`src/rtl/srlz_pkg.sv`:
```
// Shared definitions for the serial link: framing FSM states, default word
// width, and the counter-width helper used by serializer and deserializer.
package srlz_pkg;

    typedef enum logic {
        IDLE   = 1'b0,
        LOCKED = 1'b1
    } srlz_state_e;

    localparam int DEF_DATA_WIDTH = 8;

    // Width of a bit counter spanning 0..n-1; never narrower than one bit.
    function automatic int cnt_width(input int n);
        return (n > 1) ? $clog2(n) : 1;
    endfunction

endpackage

```
`src/rtl/deserializer_sipo_if.sv`:
```
// Serial input stream plus parallel valid/ready output bundle of the SIPO
// deserializer. master = upstream/downstream side, slave = deserializer.
interface deserializer_sipo_if #(
    parameter int DATA_WIDTH = srlz_pkg::DEF_DATA_WIDTH
);
    logic                  srl_in;
    logic                  shift;
    logic                  frame_start;
    logic                  data_ready;
    logic [DATA_WIDTH-1:0] data_out;
    logic                  data_valid;
    logic                  overrun;
    logic                  sync_err;
    logic                  locked;

    modport master (
        output srl_in, shift, frame_start, data_ready,
        input  data_out, data_valid, overrun, sync_err, locked
    );

    modport slave (
        input  srl_in, shift, frame_start, data_ready,
        output data_out, data_valid, overrun, sync_err, locked
    );
endinterface

```
`src/rtl/deserializer_sipo.sv`:
```
// Serial-in/parallel-out deserializer: locks onto word boundaries with a
// frame-start marker, reassembles DATA_WIDTH-bit words and presents them over
// a valid/ready handshake with overrun and resync pulses.
module deserializer_sipo
    import srlz_pkg::*;
#(
    parameter int DATA_WIDTH = DEF_DATA_WIDTH,
    parameter bit MSB_FIRST  = 1'b0
) (
    input  logic               clk,
    input  logic               rst,
    deserializer_sipo_if.slave bus
);

    localparam int            CW   = cnt_width(DATA_WIDTH);
    localparam logic [CW-1:0] LAST = CW'(DATA_WIDTH - 1);

    srlz_state_e           state_q, state_d;
    logic [DATA_WIDTH-1:0] sreg_q, sreg_d;
    logic [CW-1:0]         cnt_q, cnt_d;
    logic [DATA_WIDTH-1:0] dout_q, dout_d;
    logic                  valid_q, valid_d;
    logic                  overrun_q, overrun_d;
    logic                  sync_err_q, sync_err_d;

    // Register position of the bit with stream index c (mirrored for MSB-first).
    function automatic logic [CW-1:0] bit_pos(input logic [CW-1:0] c);
        return MSB_FIRST ? (LAST - c) : c;
    endfunction

    // State register: framing FSM.
    always_ff @(posedge clk or negedge rst) begin
        if (!rst) begin
            state_q <= IDLE;
        end else begin
            state_q <= state_d;
        end
    end

    // Next-state logic: the first qualified frame_start acquires lock, which is
    // only lost on reset.
    always_comb begin
        state_d = state_q;
        if (state_q == IDLE && bus.shift && bus.frame_start) begin
            state_d = LOCKED;
        end
    end

    // Output/datapath logic: bit capture, word completion, handshake, pulses.
    // A frame_start at cnt=0 while locked is an ordinary bit 0, so it shares the
    // normal capture path; only a mid-word frame_start takes the resync branch.
    always_comb begin
        sreg_d     = sreg_q;
        cnt_d      = cnt_q;
        dout_d     = dout_q;
        valid_d    = valid_q & ~bus.data_ready;
        overrun_d  = 1'b0;
        sync_err_d = 1'b0;
        if (bus.shift) begin
            if (state_q == IDLE) begin
                if (bus.frame_start) begin
                    sreg_d[bit_pos('0)] = bus.srl_in;
                    cnt_d               = CW'(1);
                end
            end else if (bus.frame_start && cnt_q != '0) begin
                sreg_d[bit_pos('0)] = bus.srl_in;
                cnt_d               = CW'(1);
                sync_err_d          = 1'b1;
            end else begin
                sreg_d[bit_pos(cnt_q)] = bus.srl_in;
                if (cnt_q == LAST) begin
                    cnt_d     = '0;
                    dout_d    = sreg_d;
                    valid_d   = 1'b1;
                    overrun_d = valid_q & ~bus.data_ready;
                end else begin
                    cnt_d = cnt_q + CW'(1);
                end
            end
        end
    end

    // Datapath and output registers.
    always_ff @(posedge clk or negedge rst) begin
        if (!rst) begin
            sreg_q     <= '0;
            cnt_q      <= '0;
            dout_q     <= '0;
            valid_q    <= 1'b0;
            overrun_q  <= 1'b0;
            sync_err_q <= 1'b0;
        end else begin
            sreg_q     <= sreg_d;
            cnt_q      <= cnt_d;
            dout_q     <= dout_d;
            valid_q    <= valid_d;
            overrun_q  <= overrun_d;
            sync_err_q <= sync_err_d;
        end
    end

    assign bus.data_out   = dout_q;
    assign bus.data_valid = valid_q;
    assign bus.overrun    = overrun_q;
    assign bus.sync_err   = sync_err_q;
    assign bus.locked     = (state_q == LOCKED);

endmodule
```
`src/flat_wrapper.sv`:
```
// flat-port wrapper written by rule: the top's interface ports become plain ports
module deserializer_sipo_flat import srlz_pkg::*;
#(
    parameter int DATA_WIDTH = DEF_DATA_WIDTH,
    parameter bit MSB_FIRST  = 1'b0
)
  (clk, rst, bus_srl_in, bus_shift, bus_frame_start, bus_data_ready, bus_data_out, bus_data_valid, bus_overrun, bus_sync_err, bus_locked);
  deserializer_sipo_if #(.DATA_WIDTH(DATA_WIDTH)) bus_i ();
  input  logic clk;
  input  logic rst;
  input wire logic [$bits(bus_i.srl_in)-1:0] bus_srl_in;
  input wire logic [$bits(bus_i.shift)-1:0] bus_shift;
  input wire logic [$bits(bus_i.frame_start)-1:0] bus_frame_start;
  input wire logic [$bits(bus_i.data_ready)-1:0] bus_data_ready;
  output wire logic [$bits(bus_i.data_out)-1:0] bus_data_out;
  output wire logic [$bits(bus_i.data_valid)-1:0] bus_data_valid;
  output wire logic [$bits(bus_i.overrun)-1:0] bus_overrun;
  output wire logic [$bits(bus_i.sync_err)-1:0] bus_sync_err;
  output wire logic [$bits(bus_i.locked)-1:0] bus_locked;
  assign bus_i.srl_in = bus_srl_in;
  assign bus_i.shift = bus_shift;
  assign bus_i.frame_start = bus_frame_start;
  assign bus_i.data_ready = bus_data_ready;
  assign bus_data_out = bus_i.data_out;
  assign bus_data_valid = bus_i.data_valid;
  assign bus_overrun = bus_i.overrun;
  assign bus_sync_err = bus_i.sync_err;
  assign bus_locked = bus_i.locked;
  deserializer_sipo #(.DATA_WIDTH(DATA_WIDTH), .MSB_FIRST(MSB_FIRST)) u_core (.clk(clk), .rst(rst), .bus(bus_i));
endmodule
```
`config.mk`:
```
export PLATFORM = sky130hd
export DESIGN_NAME = deserializer_sipo_flat
export DESIGN_NICKNAME = d
export VERILOG_FILES = /design/src/rtl/srlz_pkg.sv /design/src/rtl/deserializer_sipo_if.sv /design/src/rtl/deserializer_sipo.sv /design/src/flat_wrapper.sv
export SDC_FILE = /design/constraint.sdc
export NUM_CORES = 1
export LEC_CHECK = 0
export BUFFER_PORTS_ARGS = -buffer_cell sky130_fd_sc_hd__buf_2
export CORE_MARGIN = 5
export CORE_UTILIZATION = 45
export CTS_CLUSTER_SIZE = 8
export DETAILED_ROUTE_END_ITERATION = 6
export PLACE_DENSITY = 0.66
export SLEW_MARGIN = 20
export SYNTH_ARGS = -nofsm -noshare
export SYNTH_HDL_FRONTEND = slang
export SYNTH_SLANG_ARGS = --single-unit
```
`constraint.sdc`:
```
create_clock -name clk -period 3.6 [get_ports clk]
set_input_delay 0.72 -clock clk [delete_from_list [all_inputs] [get_ports clk]]
set_output_delay 0.72 -clock clk [all_outputs]
set_load 0.02 [all_outputs]
```
Word level (Yosys, flattened, before mapping)

Cells that the tools add are included.

Output and inout bits: 12
Bits of input ports: 6
Flip-flop bits (word level): 23
Logic and storage cells: 46

Order comparisons: 2
Equality and inequality tests: 1
Muxes and demuxes: 21
Bitwise gates (word level): 4
Reductions and logical operators: 9
Add/subtract/negate cells: 1

Operators by type and width:

| cell                                                                  | number |
|---|---|
| 1-bit 2-to-1 mux                                                      | 15 |
| 3-bit 2-to-1 mux                                                      | 4 |
| 8-bit bitwise mux                                                     | 1 |
| 1-bit logical AND                                                     | 4 |
| 3-bit by 4-bit < comparator with 1-bit output, second input constant  | 1 |
| 4-bit AND reduction                                                   | 1 |
| 3-bit by 1-bit adder with 3-bit output, second input constant         | 1 |
| 1-bit demux with 3-bit select                                         | 1 |
| 3-bit equality test, second input constant                            | 1 |
| 3-bit by 1-bit >= comparator with 1-bit output, second input constant | 1 |
| 1-bit inverter                                                        | 3 |
| 3-bit AND reduction                                                   | 1 |
| 3-bit nonzero test                                                    | 1 |
| 2-bit AND reduction                                                   | 1 |
| 2-bit nonzero test                                                    | 1 |
| 1-bit bitwise AND                                                     | 1 |

Longest topological paths before layout

Depth in word-level cells: 7
Gate-level depth with buffers: 6

Least setup slack after synthesis

OpenSTA, ideal clock, no wires.

Path type: input-to-reg
Start: input bus_frame_start
End: register u_core.dout_q[2], in the netlist u_core.bus.data_out[2]
Library setup time: 125 ps
Stages on the path: 3
Required time: 3475 ps
Path buffers: 1
Data arrival time: 1742 ps
Path slack: 1733 ps
Cells stage by stage: clkbuf_1 > a211oi_4 > mux2_2

Longest elaborated chain between the ends: 3

Ends and longest elaborated chain:

| element                              | line                    | RTL |
|---|---|---|
| start: declaration                   | flat_wrapper.sv:13      | `input wire logic [$bits(bus_i.frame_start)-1:0] bus_frame_start;` |
| 1-bit logical AND                    | deserializer_sipo.sv:65 | `end else if (bus.frame_start && cnt_q != '0) begin` |
| 1-bit inverter (no source line)      | --                      |  |
| 4-bit AND reduction (no source line) | --                      |  |
| end signal: assignment               | deserializer_sipo.sv:95 | `dout_q <= dout_d;` |
| end: declaration                     | deserializer_sipo.sv:21 | `logic [DATA_WIDTH-1:0] dout_q, dout_d;` |

No other way between the ends.
A chain may end at the register's enable or synchronous reset.

Final worst setup path

Start: register u_core.cnt_q[0]
End: register u_core.dout_q[2], in the netlist u_core.bus.data_out[2]

Longest elaborated chain between the ends: 5
Elaborated cells on any way between the ends: 11
Classes of those cells: 2 x order compare; 1 x eq/ne; 3 x mux; 1 x bitwise; 4 x reduce/logical

Ends and longest elaborated chain:

| element                                                                                                                                      | line                    | RTL |
|---|---|---|
| start: declaration                                                                                                                           | deserializer_sipo.sv:20 | `logic [CW-1:0] cnt_q, cnt_d;` |
| start signal: assignment                                                                                                                     | deserializer_sipo.sv:94 | `cnt_q <= cnt_d;` |
| 3-bit by 4-bit < comparator with 1-bit output (not written as such) / 3-bit by 1-bit >= comparator with 1-bit output (equally long branches) | deserializer_sipo.sv:70 | `sreg_d[bit_pos(cnt_q)] = bus.srl_in;` |
| 1-bit logical AND (not written as such)                                                                                                      | deserializer_sipo.sv:70 |  |
| 1-bit 2-to-1 mux (not written as such)                                                                                                       | deserializer_sipo.sv:70 |  |
| 1-bit demux with 3-bit select                                                                                                                | --                      |  |
| 8-bit bitwise mux                                                                                                                            | deserializer_sipo.sv:70 |  |

Parallel ways exist; a longest one is shown, timed or not.

==> metrics.cfg <==
[outcome]
outcome = completed

[synthesis]
yosysSeqAreaShare = 0.495
synth.distinct_cells = 29
ys_async_sr_fraction = 1.00
ys_ff_latch = 23
yosysWarnings = 0
synth-edff-count = 0
netlist_area_um2 = 1160
synth_fp_nets = 104
synth_ff_type = dfrtp_1
yosysMostFrequentCell = dfrtp_1
synth_area_leader_cell = dfrtp_1
yosys-top-cells-count = 23 x dfrtp_1, 17 x mux2_2, 9 x inv_1, 7 x mux2i_1
avgSynthCellArea_um2 = 12.2
syn_inst = 95
synth_top_area_frac = 0.495
synth_top_cells_by_area = dfrtp_1 49%, mux2_2 16%, mux2i_1 6.0%

[detailed_routing]
dr_total_vias = 765
top_layer = met4
dr_wl_met2_um = 906
drt_pass1_iterations = 3
drc = 0
drtAntennaViolNets = 0
met3_length_um = 88
routed_via_density = 5.43
dr.first_iter.drc_count = 18
wl_per_cell_um = 14.4
wirelength_um = 2030
met1_length_um = 983

[clock_network]
clk_latency_ps = 320
cts_setup_buffers = 0
htreeDepth = 1
cts-root-buf = clkbuf_4
hold_buffers = 0
path_clk_slew_ps = 140
clkSinkCount = 23
cts_made_buffers = 3
cts_tree = built
cts_resized = 0
cts_max_path_buffers = 2

[die]
ios = 18
rows = 18
initial_utilization = 0.470
die_w_um = 60.9
die_height_um = 60.9
dieArea_um2 = 3700
coreArea_um2 = 2480

[setup_path]
cp_top_family = flip-flops
cp-start-kind = register
arrival_ps = 2290
required_ps = 3820
worstPathMaxFanout = 13
critPathKind = register to register
reg2reg_from = u_core.cnt_q[0]$_DFFE_PN0P_
critPathBufInv = 1
r2r-end = u_core.bus.data_out[2]$_DFFE_PN0P_
cp_slowest_cell = dfrtp_1
r2r_setup_slack_ps = 1530
crit_path_cell_trace = ha_1, ha_1, inv_1, a211oi_4, mux2_2
end_kind = register
cp_num_cells = 5
reg2reg_depth = 5
crit_path_max_incr_delay_ps = 590
cpMostUsedCell = ha_1

[place]
pre_cts_slack_ps = 1540
dp_hpwl_um = 1380
io_buffers = 17
place.gp.congestion = 0.747

[timing]
slew_violations = 0
setup_viol = 0
max_freq_ghz = 0.482
hold_viol = 0
maxSlewHeadroom = 0.591
hold_ws_ps = 339
rsz0062_at_grt = false
setup_ws_ps = 1530
fin_crit_ps = 2070
skew_ps = 11.1
tightest_slew_ps = 612
fin_crit_sh = 0.576
tns_ps = 0

[finish]
multi_input_area_um2 = 532
antennaDiodeCount = 0
layout-drive-gt1-share = 0.369
nNetsFinal = 121
ff_latch_area_um2 = 576
syn_to_final_growth_pct = 11.0
nFillCells = 241

[hold_path]
worst_hold_path_type = primary input to async pin

[global_routing]
grt_pass1_wl_um = 3730
grt_pass1_vias = 809
grt_overflow = 0
grt_max_degree = 24
antenna_found_initial = 0
grt_usage = 0.138

[power]
powerDensity_nw_per_um2 = 657
ir_drop_uv = 349
leakagePower_nw = 0.645
p_total_uw = 848

[flow_run]
maxCapViolCount = 0

## per-stage QoR
step / std cells / cell area, um2 / util
after floorplan: 95 / 1160 / -
after global placement: 137 / 1260 / 0.510
after detailed placement: 137 / 1260 / 0.510
after CTS: 141 / 1290 / 0.521
after global routing: 141 / 1290 / 0.521
final: 141 / 1290 / 0.521
## cell families (layout without fill, tap and decap cells)
kind of cell / count (synthesis) / in the layout / synth area share
and+or+nand+nor: 20 / 20 / 0.118
DFF: 23 / 23 / 0.495
buffers and inverters: 14 / 30 / 0.0484
AOI/OAI and AO/OA: 11 / 11 / 0.0817
muxes: 24 / 24 / 0.225
adders and majority gates: 3 / 3 / 0.0323
## routing by layer
metal | global-route usage | vias up
li1 | - | 365
met1 | 0.192 | 380
met2 | 0.202 | 14
met3 | 0.0277 | 6
met4 | 0.0743 | 0
met5 | 0 | -
## flip-flops by register name, summed over array words and instances, names as in the netlist
register,count
u_core.bus.data_out,8
u_core.sreg_q,8
u_core.cnt_q,3
u_core.bus.data_valid,1
u_core.bus.locked,1
u_core.bus.overrun,1
u_core.bus.sync_err,1
## worst max-delay path by stage
stage	startpoint	end
6_report	u_core.cnt_q[0]$_DFFE_PN0P_	u_core.bus.data_out[2]$_DFFE_PN0P_
5_1_grt	u_core.cnt_q[0]$_DFFE_PN0P_	u_core.bus.data_out[2]$_DFFE_PN0P_
4_1_cts	u_core.cnt_q[0]$_DFFE_PN0P_	u_core.bus.data_out[2]$_DFFE_PN0P_
3_5_place_dp	u_core.cnt_q[0]$_DFFE_PN0P_	u_core.bus.data_out[4]$_DFFE_PN0P_
3_3_place_gp	u_core.cnt_q[0]$_DFFE_PN0P_	u_core.bus.data_out[6]$_DFFE_PN0P_
2_1_floorplan	bus_frame_start	u_core.bus.data_out[2]$_DFFE_PN0P_
## where the power goes
part	total [mW]	switching [mW]	internal, mW
Combinational	0.318	0.149	0.168
Clock	0.125	0.0830	0.0417
Sequential	0.406	0.0709	0.335
Total	0.848	0.303	0.545
## cell type report
type,instances,share of cell area
sequential,23,0.446
multi-input combinational,58,0.412
timing repair buffer,17,0.0659
tap,30,0.0291
inverter,9,0.0262
clock buffer,3,0.0174
clock inverter,1,0.00388
## cell usage in the layout, fill, tap and decap left out, drive strengths merged
cell,n
nor3b,2
a21o,1
nor4,2
nand3,1
or3,1
or3b,1
and3b,1
ha,3
o2bb2ai,1
clkbuf,3
a211oi,3
nor2,2
nand2,3
nand3b,3
dfrtp,23
mux2,17
and3,1
buf,17
a32o,1
inv,9
a21oi,1
nand2b,3
o21ai,1
mux2i,7
clkinv,1
a22o,2
o22ai,1
(Power assumes the default switching activity.)
